## src/rtl/quad_mux_arb_pkg.sv

```systemverilog
// Shared types, requester indices and helpers for the quad_mux_arb round-robin arbiter.
package quad_mux_arb_pkg;

    typedef enum logic {
        ARB_IDLE = 1'b0,
        ARB_BUSY = 1'b1
    } arb_state_e;

    localparam logic [1:0] REQ_A = 2'd0;
    localparam logic [1:0] REQ_B = 2'd1;
    localparam logic [1:0] REQ_C = 2'd2;
    localparam logic [1:0] REQ_D = 2'd3;

    localparam int DEFAULT_MAX_BURST = 4;

    // First requesting index found scanning last+1, last+2, ... with 2-bit wrap.
    function automatic logic [1:0] rr_pick(input logic [3:0] req, input logic [1:0] last);
        logic [1:0] idx;
        logic       found;
        rr_pick = last;
        found   = 1'b0;
        for (int i = 1; i <= 4; i++) begin
            idx = last + i[1:0];
            if (!found && req[idx]) begin
                rr_pick = idx;
                found   = 1'b1;
            end
        end
    endfunction

    function automatic logic [3:0] onehot4(input logic [1:0] idx);
        onehot4 = 4'b0001 << idx;
    endfunction

endpackage

```

## src/rtl/mux_quad4_1.sv

```systemverilog
// Quad 4-to-1 multiplexer: four bit-slices sharing one 2-bit select.
module mux_quad4_1 (
    input  logic [1:0] S,
    input  logic [3:0] A,
    input  logic [3:0] B,
    input  logic [3:0] C,
    input  logic [3:0] D,
    output logic [3:0] Y
);

    always_comb begin
        unique case (S)
            2'd0:    Y = A;
            2'd1:    Y = B;
            2'd2:    Y = C;
            default: Y = D;
        endcase
    end

endmodule

```

## src/rtl/quad_mux_arb.sv

```systemverilog
// Round-robin arbiter driving a shared quad 4-1 mux into a one-entry valid/ready output stage.
// Optional burst mode (same owner re-wins up to MAX_BURST times) enabled by QUAD_MUX_ARB_BURST_EN.
module quad_mux_arb
    import quad_mux_arb_pkg::*;
#(
    parameter int MAX_BURST = DEFAULT_MAX_BURST
) (
    input  logic       clk,
    input  logic       rst,
    input  logic [3:0] req,
    input  logic [3:0] InA,
    input  logic [3:0] InB,
    input  logic [3:0] InC,
    input  logic [3:0] InD,
    output logic [3:0] ack,
    output logic [3:0] grant,
    output logic [1:0] S,
    output logic [3:0] Out,
    output logic       out_valid,
    input  logic       out_ready
);

    if (MAX_BURST < 1 || MAX_BURST > 15) begin : g_bad_max_burst
        $error("quad_mux_arb: MAX_BURST must be in 1..15");
    end

    arb_state_e state_q, state_d;
    logic [1:0] last_q, last_d;
    logic [1:0] s_q, s_d;
    logic [3:0] out_q, out_d;
    logic       vld_q, vld_d;
    logic [3:0] ack_q, ack_d;
    logic [3:0] grant_q, grant_d;
    logic [1:0] win;
    logic [3:0] mux_y;

    mux_quad4_1 u_mux (
        .S (win),
        .A (InA),
        .B (InB),
        .C (InC),
        .D (InD),
        .Y (mux_y)
    );

`ifdef QUAD_MUX_ARB_BURST_EN
    localparam logic [3:0] BURST_LIM = 4'(MAX_BURST);

    logic [3:0] cnt_q, cnt_d;
    logic       keep_owner;

    assign keep_owner = req[last_q] && (cnt_q < BURST_LIM);

    always_comb begin
        win = rr_pick(req, last_q);
        if (keep_owner) begin
            win = last_q;
        end
    end

    // A repeat win only extends the burst while under the limit; any other grant starts a new one.
    always_comb begin
        cnt_d = cnt_q;
        if (state_q == ARB_IDLE && |req) begin
            cnt_d = (win == last_q && cnt_q < BURST_LIM) ? cnt_q + 4'd1 : 4'd1;
        end
    end

    always_ff @(posedge clk) begin
        if (rst) begin
            cnt_q <= 4'd0;
        end else begin
            cnt_q <= cnt_d;
        end
    end
`else
    always_comb begin
        win = rr_pick(req, last_q);
    end
`endif

    always_comb begin
        state_d = state_q;
        last_d  = last_q;
        s_d     = s_q;
        out_d   = out_q;
        vld_d   = vld_q;
        ack_d   = 4'b0000;
        grant_d = grant_q;
        unique case (state_q)
            ARB_IDLE: begin
                if (|req) begin
                    out_d   = mux_y;
                    vld_d   = 1'b1;
                    s_d     = win;
                    grant_d = onehot4(win);
                    ack_d   = onehot4(win);
                    last_d  = win;
                    state_d = ARB_BUSY;
                end
            end
            default: begin
                if (out_ready) begin
                    vld_d   = 1'b0;
                    grant_d = 4'b0000;
                    state_d = ARB_IDLE;
                end
            end
        endcase
    end

    always_ff @(posedge clk) begin
        if (rst) begin
            state_q <= ARB_IDLE;
            last_q  <= REQ_D;
            s_q     <= REQ_A;
            out_q   <= 4'd0;
            vld_q   <= 1'b0;
            ack_q   <= 4'b0000;
            grant_q <= 4'b0000;
        end else begin
            state_q <= state_d;
            last_q  <= last_d;
            s_q     <= s_d;
            out_q   <= out_d;
            vld_q   <= vld_d;
            ack_q   <= ack_d;
            grant_q <= grant_d;
        end
    end

    assign ack       = ack_q;
    assign grant     = grant_q;
    assign S         = s_q;
    assign Out       = out_q;
    assign out_valid = vld_q;

endmodule
```

## config.mk

```make
export PLATFORM = sky130hd
export DESIGN_NAME = quad_mux_arb
export DESIGN_NICKNAME = d
export VERILOG_FILES = /design/src/rtl/quad_mux_arb_pkg.sv /design/src/rtl/mux_quad4_1.sv /design/src/rtl/quad_mux_arb.sv
export SDC_FILE = /design/constraint.sdc
export NUM_CORES = 1
export LEC_CHECK = 0
export BUFFER_PORTS_ARGS = -buffer_cell sky130_fd_sc_hd__buf_2
export CORE_ASPECT_RATIO = 1.4
export CORE_MARGIN = 5
export CORE_UTILIZATION = 33
export CTS_BUF_LIST = sky130_fd_sc_hd__clkbuf_4 sky130_fd_sc_hd__clkbuf_8
export CTS_CLUSTER_SIZE = 20
export DETAILED_ROUTE_END_ITERATION = 8
export SLEW_MARGIN = 20
export SYNTH_ARGS = -nofsm -noshare
export SYNTH_HDL_FRONTEND = slang
export SYNTH_SLANG_ARGS = --single-unit
export TNS_END_PERCENT = 100
```

## constraint.sdc

```tcl
create_clock -name clk -period 2.1 [get_ports clk]
set_input_delay 0.315 -clock clk [delete_from_list [all_inputs] [get_ports clk]]
set_output_delay 0.315 -clock clk [all_outputs]
set_load 0.05 [all_outputs]
```

Yosys cells after proc, flatten, opt, wreduce, memory -nomap -nowiden. Cells that the tools add are included.

Register bits: 18. Output and inout port bits: 15.

Add/sub/neg operators: 3. $lt $le $gt $ge: 4. Eq/ne operators: 3. Shifts and indexed selects: 1. Multiplexer cells: 25. Bitwise logic cells: 2. Reduce and logical (&&, ||, !) cells: 12.

Operator list (number): $mux W1 (13); $lt A2 B3 Y1 const B (4); $mux W4 (3); $pmux W4 S3 (1); $bmux W1 S2 (4); $mux W2 (4); $add A2 B2 Y2 const B (2); $reduce_and A2 Y1 (2); $reduce_or A4 Y1 (1); $shl A1 B2 Y4 const A (1); $logic_and A1 B1 Y1 (3); $logic_not A1 Y1 (3); $reduce_or A3 Y1 (1); $add A2 B1 Y2 const B (1); $eq A2 B1 Y1 const B (1); $eq A2 B2 Y1 const B (1); $logic_not A2 Y1 (1); $ne A2 B2 Y1 const B (1); $not A1 Y1 (2); $reduce_bool A2 Y1 (1).

Depth between registers and ports, before layout. Gate-level depths: netlist (run 1).

Depth after elaboration: 16. Gate-level depth with buffers: 6. Depth with buffers taken out: 5.

Cells and area by module. Synthesis (run 1) repeated with hierarchy kept, for this count alone.

Cells, all modules: 82. Area, all modules: 845.8 µm².

By module, submodules not included: quad_mux_arb (instances 1, cells an instance 78, area each 740.7 µm², seq. area each 360.3 µm²); mux_quad4_1 (instances 1, cells an instance 4, area each 105.1 µm², seq. area each 0.0 µm²).

Least setup slack after synthesis (run 1). Ideal clock, no wire load.

Kind: register to register. Start: register last_q[0]. End: register out_q[0] (netlist: Out[0]). Setup time: 0.117 ns. Arrival: 1.337 ns. Slack: 0.645 ns. Cell stages (with the launch flop): 6. Period minus slack after synthesis: 1.455 ns. Path through: dfxtp_1 and2b_4 or3_4 nand3_1 nand3_1 a32o_1.

Longest elaborated chain between the ends: 15. Elaborated cells between the ends (all ways): 28. Those cells by class: 3 x add/sub; 2 x eq/ne; 16 x mux; 7 x reduce/logical.

RTL lines: start, declared (line quad_mux_arb.sv:28) `logic [1:0] last_q, last_d;`; start signal, assigned (line quad_mux_arb.sv:123) `last_q <= last_d;`; $add A2 B1 Y2 (line quad_mux_arb_pkg.sv:23) `idx = last + i[1:0];`; $bmux W1 S2 (line quad_mux_arb_pkg.sv:24) `if (!found && req[idx]) begin`; $mux W1 (implied by the code) (line quad_mux_arb_pkg.sv:24); $mux W1 (line quad_mux_arb_pkg.sv:24); $logic_not A1 Y1 (line quad_mux_arb_pkg.sv:24); $logic_and A1 B1 Y1 (line quad_mux_arb_pkg.sv:24); $mux W1 (line quad_mux_arb_pkg.sv:24); $logic_not A1 Y1 (line quad_mux_arb_pkg.sv:24); $logic_and A1 B1 Y1 (line quad_mux_arb_pkg.sv:24); $mux W1 (line quad_mux_arb_pkg.sv:24); $logic_not A1 Y1 (line quad_mux_arb_pkg.sv:24); $logic_and A1 B1 Y1 (line quad_mux_arb_pkg.sv:24); $mux W2 (*) (line quad_mux_arb_pkg.sv:24); $eq A2 B2 Y1 (tied with other cells) (line mux_quad4_1.sv:12) `unique case (S)`; $pmux W4 S3 (*) (line mux_quad4_1.sv:12); end signal, assigned (line quad_mux_arb.sv:125) `out_q <= out_d;`; end, declared (line quad_mux_arb.sv:30) `logic [3:0] out_q, out_d;`.

Mark *: on every way between the ends. The rest lies on a longest branch, timed or not. The select of a mux whose other input is x is not followed. A chain may end at the register's enable or synchronous reset.

Worst setup path in the final report (run 1).
Start: register last_q[1]. End: register out_q[2] (netlist: Out[2]).

Same word-level chain as after synthesis.

==> results.yml, run 1 <==
status:
  outcome: "finished clean"
pwr:
  p_sw_uw: 328.0
  p_per_area_nw_per_um2: 782.3
  p_leak_nw: 0.5407
  seqPwrFrac_pct: 43.8
  ir_worst_vdd_mv: 0.2426
  swShare_pct: 36.04
  clockPowerShare_pct: 23.4
  total_power_uw: 910.2
  p_int_uw: 582.2
  combPwrFrac_pct: 32.8
logic_synthesis:
  synth_cell_types: 33
  ys_ff_latch: 18
  synthArstFlopShare_pct: 0
  yosysTopAreaCell: "dfxtp_1"
  yosysSeqAreaShare_pct: 39.29
  synth_edf_count: 0
  synthFlopType: "dfxtp_1"
  syn_avg_cell_area_um2: 8.735
  syn-cell-area_um2: 917.1
  syn_inst: 105
  synth_top_area_share_pct: 39.29
  syn_nets: 128
  yosys-top-cells-area: "dfxtp_1, nor2_1, a32o_1"
  yosysWarnings: 0
sta:
  fin_skew_ns: 0.001767
  period_share_pct: 83.41
  rsz0062_at_grt: "false"
  worst_slew_pin_slew_ns: 0.4365
  setup_violations: 0
  fin_ws_ns: 0.3484
  fmax_mhz: 570.9
  min_period_ns: 1.752
  drv_slew: 0
  relSlewSlack_pct: 70.63
  finalHoldViolations: 0
  tns_ns: 0
cells_and_area:
  areaGrowthSynthToFinish_pct: 26.88
  fin_area_um2: 1164
  final_nets: 167
  finish.utilization_pct: 44.03
  n_fill_cell: 288
  seq_area_um2: 360.3
  multi_input_comb_area_um2: 533.0
  layout-drive-gt1-share_pct: 35.66
  diodes: 0
setup_path:
  critPathBufInv: 0
  cp_cell_sequence: "nor4b_1 -> a31oi_1 -> or2_1 -> o22a_1 -> a32o_1"
  cp-start-kind: "register"
  worstPathMaxFanout: 12
  max_stage_delay_ns: 0.46
  end_kind: "register"
  crit_required_ns: 2.29
  crit_family: "simple AND/OR/NAND/NOR gates"
  critical_path_arrival_ns: 1.95
  cp_slowest_cell: "dfxtp_1"
  crit_type: "reg -> reg"
cts:
  clock_sinks: 18
  postCtsSetupBuffers: 0
  hold_buffers: 0
  cts_tree: "yes"
  cts_resized: 0
  cts_root_buffer: "clkbuf_4"
  h-tree-depth: 1
  clkLatencyLatePin_ns: 0.29
  clkTransAtPathRegs_ns: 0.10
  cts_buffers: 3
  clock_path_buffers: 2
place:
  dpl.hpwl_mm: 1.861
  detailedPlace.worstSlack_ns: 0.3652
  place_congestion: 0.8129
  port_buffers: 37
  placed_area_um2: 1127
floorplan:
  start_util_pct: 34.71
  die_w_um: 54.56
  die_area_um2: 3948
  coreArea_um2: 2643
  chipHeight_um: 72.38
  io_pins: 38
  std_cell_rows: 22
detailed_routing:
  vias: 932
  wl_mm: 2.263
  drt_iter0_drc: 17
  drtAntennaViolNets: 0
  via_per_inst: 5.207
  drt-pass1-iter-count: 4
  wl_per_cell_um: 12.64
  drc: 0
global_route:
  first_global_vias: 871
  grt-ovfl-total: 0
  grt_pass1_wl_mm: 3.684
  grt.total_usage_pct: 12.31
  grt_max_degree: 13
  antenna_found_initial: 0
hold_path:
  min_path_type: "in -> reg"
flow_run:
  cap_violations: 0
layout make-up:
cell class              count  share of cell area [%]
clock buffers               4                   3.118
repair buffers             37                   15.91
inverters                   1                  0.3226
flip-flops and latches     18                   30.97
multi-input cells          83                   45.81
well taps                  36                   3.871
layer usage:
layer	vias up	share of wire, %	GRT usage [%]
met1	434	43	14.55
met5	-	0	0
met3	4	5.4	1.232
li1	467	-	-
met4	0	1.8	6.648
met2	27	50	20.91
worst paths after layout:
kind	cells after the start	slack (ns)	start	end
worst max-delay path	5	0.35	last_q[1]	Out[2]
worst min-delay path	2	0.24	rst	out_valid
worst max register to register	5	0.35	last_q[1]	Out[2]
worst min register to register	1	0.46	grant[3]	grant[3]
synth_stat cells, types with 2 or more instances:
cell type and number:
and2b_4 2, nand2_1 5, buf_4 2, nor2b_1 2
o21ai_0 7, o22a_1 4, a21oi_1 3, nand3_1 8
nor2_1 11, nor3_2 2, a32o_1 4, dfxtp_1 18
a21o_1 4, a211o_1 2, nor3_1 8, nand2b_1 5
or2_1 2
stage by stage:
stage	hold slack (ns)	std cells
2_1_floorplan	0.3841	105
3_3_place_gp	0.4288	175
3_5_place_dp	0.4351	175
4_1_cts	0.2393	179
5_1_grt	0.2453	179
6_report	0.2431	179
power by group through the flow:
stage / clock [mW] / sequential [mW] / combinational [mW]
floorplan: 0 / 0.495 / 0.135
global placement: 0 / 0.405 / 0.298
detailed placement: 0 / 0.408 / 0.301
CTS: 0.220 / 0.399 / 0.302
global route: 0.231 / 0.403 / 0.323
finish: 0.213 / 0.398 / 0.299
kinds of logic after synthesis:
kind of cell           share of synthesized area, %
AOI/OAI and AO/OA                             24.28
DFF                                           39.29
and+or+nand+nor                               33.84
buffers and inverters                         2.591
sequential cells by signal, indices dropped and copies added, names as in the netlist:
| signal | flops |
|---|---|
| last_q | 2 |
| out_valid | 1 |
| ack | 4 |
| S | 2 |
| grant | 4 |
| state_q | 1 |
| Out | 4 |
cells in the final DEF (no fill, tap or decap):
cell      instances
nor2_1           11
clkbuf_4          3
and3_1            1
or3_4             1
a31oi_1           1
a211o_1           2
clkbuf_8          1
nor3_1            8
inv_1             1
nor4_1            1
a21o_1            4
o21a_1            1
nand2b_1          5
a32o_1            4
a21oi_1           3
or2_1             2
nor3b_2           1
nor3b_1           1
and2b_4           2
o21ai_0           7
buf_2            37
nand2_1           5
or3_1             1
dfxtp_1          18
o22a_1            4
and2_4            1
o21ai_2           1
a211oi_4          1
or2_2             1
nor2b_1           2
nand3_1           8
o31ai_1           1
nor3_2            2
nor4b_1           1
(Power assumes the default switching activity.)
==> inputs of run 2 (changes only) <==
--- a/config.mk
+++ b/config.mk
@@ -5,6 +5,7 @@
 export SDC_FILE = /design/constraint.sdc
 export NUM_CORES = 1
 export LEC_CHECK = 0
+export ABC_AREA = 1
 export BUFFER_PORTS_ARGS = -buffer_cell sky130_fd_sc_hd__buf_2
 export CORE_ASPECT_RATIO = 1.4
 export CORE_MARGIN = 5
==> constraint.sdc (replaced) <==
create_clock -name clk -period 1.7 [get_ports clk]
set_input_delay 0.255 -clock clk [delete_from_list [all_inputs] [get_ports clk]]
set_output_delay 0.255 -clock clk [all_outputs]
set_load 0.05 [all_outputs]
==> run 2 against run 1 <==
Effect of this change: the run now ends with negative setup slack left; die area grew 23%; design area rose by 52%; clock skew is 0.00057 ns higher; hold slack improved by 0.046 ns; critical endpoint is now Out[3]; largest power group is now combinational logic; highest routed layer unchanged.
==> results.yml, run 2 <==
status:
  outcome: "complete, but fails checks"
  violations: "negative setup slack"
floorplan:
  chipHeight_um: 80.45
  coreArea_um2: 3410
  die_area_um2: 4853
  start_util_pct: 34.31
  std_cell_rows: 25
  die_w_um: 60.32
  io_pins: 38
global_route:
  antenna_found_initial: 0
  first_global_vias: 1233
  grt_pass1_wl_mm: 5.209
  grt_max_degree: 11
  grt.total_usage_pct: 13.71
  grt-ovfl-total: 0
setup_path:
  end_kind: "register"
  critical_path_arrival_ns: 1.86
  cp-start-kind: "register"
  timing.critical_path.from: "last_q[0]"
  crit_type: "reg -> reg"
  worstPathMaxFanout: 10
  crit_required_ns: 1.84
  r2r_setup_slack_ns: -0.02
  r2r_start: "last_q[0]"
cts:
  h-tree-depth: 1
  clkLatencyLatePin_ns: 0.25
  clkTransAtPathRegs_ns: 0.07
  cts_tree: "yes"
  cts_buffers: 3
  clock_sinks: 18
  cts_root_buffer: "clkbuf_8"
  clock_path_buffers: 2
detailed_routing:
  wl_met3_um: 123
  wl_met1_mm: 1.320
  drtAntennaViolNets: 0
  wl_mm: 3.141
  top_layer: "met4"
  vias: 1257
  drc: 0
  drt-pass1-iter-count: 4
  drt_iter0_drc: 18
  dr_wl_met2_mm: 1.638
  wl_per_cell_um: 11.59
  via_per_inst: 4.638
sta:
  min_period_ns: 1.716
  rsz0062_at_grt: "true"
  fmax_mhz: 582.7
  finalHoldViolations: 0
  period_share_pct: 100.9
  relSlewSlack_pct: 69.90
  fin_skew_ns: 0.002335
  fin_ws_ns: -0.01614
  setup_violations: 2
  drv_slew: 0
  worst_slew_pin_slew_ns: 0.4515
  holdWs_ns: 0.2887
logic_synthesis:
  yosysMostFrequentCell: "nand2_1"
  netlist_top_cells_count: "nand2_1, dfxtp_1, inv_1"
  yosysWarnings: 0
  syn-cell-area_um2: 1170
  syn_nets: 192
  yosysSeqAreaShare_pct: 30.80
  ys_ff_latch: 18
  syn_inst: 169
  yosys-top-cells-area: "dfxtp_1, nand2_1, inv_1"
  synth_edf_count: 0
  yosysTopAreaCell: "dfxtp_1"
  synth_top_area_share_pct: 30.80
  synth_cell_types: 27
  synthArstFlopShare_pct: 0
  syn_avg_cell_area_um2: 6.922
  synthFlopType: "dfxtp_1"
place:
  dpl.hpwl_mm: 2.448
  place_congestion: 0.8119
  placed_area_um2: 1514
  port_buffers: 37
pwr:
  total_power_mw: 2.781
  p_int_mw: 1.453
  combPwrFrac_pct: 66.8
  seqPwrFrac_pct: 20.8
  clockPowerShare_pct: 12.3
  ir_worst_vdd_mv: 0.8857
  p_sw_mw: 1.328
  swShare_pct: 47.75
  p_per_area_nw_per_um2: 1573
  p_leak_nw: 0.9444
cells_and_area:
  layout-drive-gt1-share_pct: 49.78
  fin_area_um2: 1768
  multi_input_comb_area_um2: 820.8
  layout_commonest_cell: "nand2_1"
  diodes: 0
  n_fill_cell: 340
  final_cell_mix: "nand2_1, buf_2, buf_4"
  final_nets: 255
  finish.utilization_pct: 51.85
  seq_area_um2: 365.4
  areaGrowthSynthToFinish_pct: 51.12
hold_path:
  min_path_type: "in -> reg"
  worstHoldStart: "rst"
flow_run:
  cap_violations: 0
-- run 2: changes by cell type after synthesis, moves of 8 or more --
cell,change
nand2_1,+60
inv_1,+15
nand2_2,+8
nor2_1,-8
nor3_1,-8
-- run 2: final cells by class --
cell class	instances	area share [%]
multi-input combinational	128	46.43
timing repair buffer	62	22.79
sequential	18	20.67
clock buffer	4	3.114
tap	40	2.831
inverter	19	4.176
-- run 2: path summary, 6_finish.rpt --
kind / endpoint / cells after the start
hold reg to reg: out_valid / 2
setup / recovery: Out[3] / 14
hold / removal: Out[0] / 2
setup reg to reg: Out[3] / 14
-- run 2: per-layer routing --
layer | vias to the layer above | track usage, %
met5 | - | 0
met4 | 0 | 5.987
met3 | 5 | 1.608
met2 | 22 | 23.48
met1 | 564 | 16.65
li1 | 666 | -
-- run 2: kinds of logic (layout without fill, tap and decap cells) --
logic type             after synthesis  after routing  synth area share, %
and+or+nand+nor                    107            108                48.34
DFF                                 18             18                30.80
buffers and inverters               24             85                9.625
AOI/OAI and AO/OA                   20             20                11.23
-- run 2: critical path, cell delays in order, from the launching register on --
cell and delay, ns:
dfxtp_4 0.36, inv_4 0.11, nand2_1 0.10, nand2_4 0.11
nand2_1 0.07, nand2_2 0.09, buf_6 0.12, nand3_4 0.12
buf_4 0.19, nand3_2 0.07, nand2_1 0.04, nand2_1 0.06
nand2_1 0.05, nand2_1 0.07, a21oi_2 0.05
-- run 2: power by group through the flow --
| stage | Combinational [mW] | Clock (mW) | Sequential, mW |
|---|---|---|---|
| 3_5_place_dp | 1.56 | 0 | 0.577 |
| 2_1_floorplan | 0.838 | 0 | 0.882 |
| 6_report | 1.86 | 0.343 | 0.580 |
| 4_1_cts | 1.76 | 0.358 | 0.580 |
| 3_3_place_gp | 1.55 | 0 | 0.580 |
| 5_1_grt | 2.02 | 0.372 | 0.594 |
-- run 2: per-stage QoR --
stage               std cells  TNS (ns)  setup slack, ns
CTS                       269   -0.1078         -0.04229
floorplan                 169         0          0.02373
finish                    271  -0.02845         -0.01614
global route              271    -1.100          -0.1631
detailed placement        261   -0.3455         -0.06912
global placement          261   -0.1681         -0.04093
-- run 2: timing repair --
item / CTS / global route
resized for setup: 29 / 14
setup endpoints to repair: 8 / 15
gates cloned: 1 / 1
hold buffers: 0 / 0
buffers inserted: 3 / 1
pin swaps: 16 / 6
==> inputs of run 3 (changes only) <==
--- a/config.mk
+++ b/config.mk
@@ -5,7 +5,7 @@
 export SDC_FILE = /design/constraint.sdc
 export NUM_CORES = 1
 export LEC_CHECK = 0
-export ABC_AREA = 1
+export ABC_AREA = 0
 export BUFFER_PORTS_ARGS = -buffer_cell sky130_fd_sc_hd__buf_2
 export CORE_ASPECT_RATIO = 1.4
 export CORE_MARGIN = 5
@@ -13,6 +13,8 @@
 export CTS_BUF_LIST = sky130_fd_sc_hd__clkbuf_4 sky130_fd_sc_hd__clkbuf_8
 export CTS_CLUSTER_SIZE = 20
 export DETAILED_ROUTE_END_ITERATION = 8
+export GPL_TIMING_DRIVEN = 0
+export SETUP_SLACK_MARGIN = 0.02
 export SLEW_MARGIN = 20
 export SYNTH_ARGS = -nofsm -noshare
 export SYNTH_HDL_FRONTEND = slang
==> run 3 against run 2 <==
Effect of this change: the run now ends clean; hold slack got worse by 0.10 ns; combinational power decreased by 78%; sequential share of layout area increased by 9.4 points; routed wire length decreased by 27%; via count decreased by 27%; die area decreased by 19%; core utilization decreased by 6.1 points; clock power decreased by 24%; first-iteration DRC count increased by 67%; power decreased by 59%; non-clock buffer count decreased by 19; sequential cell count unchanged; largest power group is now sequential cells; highest routed layer unchanged.
==> results.yml, run 3 (synthesized netlist as in run 1, its figures left out) <==
cts:
  clkTransAtPathRegs_ns: 0.10
  cts_root_buffer: "clkbuf_4"
  clock_path_buffers: 2
  h-tree-depth: 1
  cts_tree: "yes"
  clkLatencyLatePin_ns: 0.29
  cts_buffers: 3
  hold_buffers: 0
  clock_sinks: 18
detailed_routing:
  drc: 0
  dr_wl_met2_mm: 1.109
  wl_per_cell_um: 12.43
  wl_met1_um: 975
  wl_met3_um: 174
  top_layer: "met4"
  drtAntennaViolNets: 0
  drt-pass1-iter-count: 4
  wl_mm: 2.300
  vias: 917
  via_per_inst: 4.957
  drt_iter0_drc: 30
floorplan:
  start_util_pct: 34.71
  coreArea_um2: 2643
  std_cell_rows: 22
  die_w_um: 54.56
  die_area_um2: 3948
  chipHeight_um: 72.38
  io_pins: 38
global_route:
  grt.total_usage_pct: 12.65
  first_global_vias: 850
  grt-ovfl-total: 0
  antenna_found_initial: 0
  grt_pass1_wl_mm: 3.801
  grt_max_degree: 11
setup_path:
  cpMostUsedCell: "nor2_1"
  max_stage_delay_ns: 0.38
  critical_path_arrival_ns: 1.76
  crit_family: "simple AND/OR/NAND/NOR gates"
  crit_end: "last_q[1]"
  critPathBufInv: 0
  crit_type: "reg -> reg"
  cp_slowest_cell: "dfxtp_4"
  cp_cell_sequence: "and2b_4 -> nor3_2 -> nor2_1 -> nor2_1 -> a211o_1"
  timing.rr.end: "last_q[1]"
  r2r_setup_slack_ns: 0.13
  r2r_start: "last_q[0]"
  cp-start-kind: "register"
  worstPathMaxFanout: 7
  ff2ff_path_depth: 5
  timing.critical_path.from: "last_q[0]"
  end_kind: "register"
  crit_cells: 5
  crit_required_ns: 1.89
sta:
  drv_slew: 0
  setup_violations: 0
  finalHoldViolations: 0
  holdWs_ns: 0.1884
  fmax_mhz: 635.0
  period_share_pct: 92.64
  fin_skew_ns: 0.002643
  min_period_ns: 1.575
  worst_slew_pin_slew_ns: 0.4390
  relSlewSlack_pct: 70.62
  fin_ws_ns: 0.1251
  rsz0062_at_grt: "true"
cells_and_area:
  layout-drive-gt1-share_pct: 38.93
  final_cell_mix: "buf_2, dfxtp_1, nor2_1"
  areaGrowthSynthToFinish_pct: 31.92
  diodes: 0
  final_nets: 173
  layout_commonest_cell: "buf_2"
  fin_area_um2: 1210
  finalNonFillerCells: 185
place:
  place_congestion: 0.8063
  placed_cells: 178
  detailedPlace.worstSlack_ns: -0.01020
  port_buffers: 37
  placed_area_um2: 1147
  dpl.hpwl_mm: 1.814
flow_run:
  cap_violations: 0
pwr:
  p_leak_nw: 0.5677
  ir_worst_vdd_mv: 0.3419
  p_per_area_nw_per_um2: 951.9
hold_path:
  min_path_type: "in -> reg"
status:
  outcome: "finished clean"
## run 3: cell count changes in the layout (fill, tap and decap cells not counted), sizes merged, moves of 5 or more
| cell | previous run | this run |
|---|---|---|
| nor3 | 2 | 10 |
| nand2 | 79 | 5 |
| nor2 | 5 | 11 |
| inv | 18 | 1 |
| nand3b | 5 | 0 |
| buf | 62 | 43 |
| a21oi | 10 | 3 |
| nand2b | 0 | 5 |
## run 3: report_power, final
group | switching (mW) | internal, mW | total, mW
combinational | 0.258 | 0.146 | 0.404
sequential | 0.0216 | 0.464 | 0.485
clock | 0.132 | 0.130 | 0.262
## run 3: how the worst min path moves through the flow
stage | startpoint | to | cells after the start
final | rst | out_valid | 2
after CTS | rst | out_valid | 2
after detailed placement | grant[0] | grant[0] | 1
after floorplan | rst | out_valid | 1
after global routing | rst | out_valid | 2
after global placement | grant[3] | grant[3] | 1
## run 3: area by class of cell
type	instances	area [um2]
buffer	3	20.02
clock buffer	4	36.28
fill	306	1433
inverter	1	3.754
multi-input combinational	83	533.0
sequential	18	364.1
tap	36	45.04
timing repair buffer	40	207.7
## run 3: worst register-to-register path, cell delays in order, from the launching register on
cell,delay (ns)
dfxtp_4,0.38
and2b_4,0.30
nor3_2,0.08
nor2_1,0.37
nor2_1,0.08
a211o_1,0.27
## run 3: layer usage
layer,vias to the layer above,global-route usage (%)
li1,473,-
met4,0,6.371
met5,-,0
met1,408,15.62
met3,4,1.643
met2,32,20.77
## run 3: through the flow
step | setup TNS [ns] | util [%] | power [mW]
floorplan | 0 | - | 0.7784
global placement | 0 | 43.42 | 0.8769
detailed placement | -0.01177 | 43.42 | 0.8848
CTS | 0 | 45.36 | 1.157
global route | 0 | 45.79 | 1.216
finish | 0 | 45.79 | 1.152
## run 3: timing repair
item                                    4_1_cts  5_1_grt
gates resized for setup                       0        2
setup buffers                                 2        1
endpoints found under the setup margin        4        7
pin swaps                                     1        1
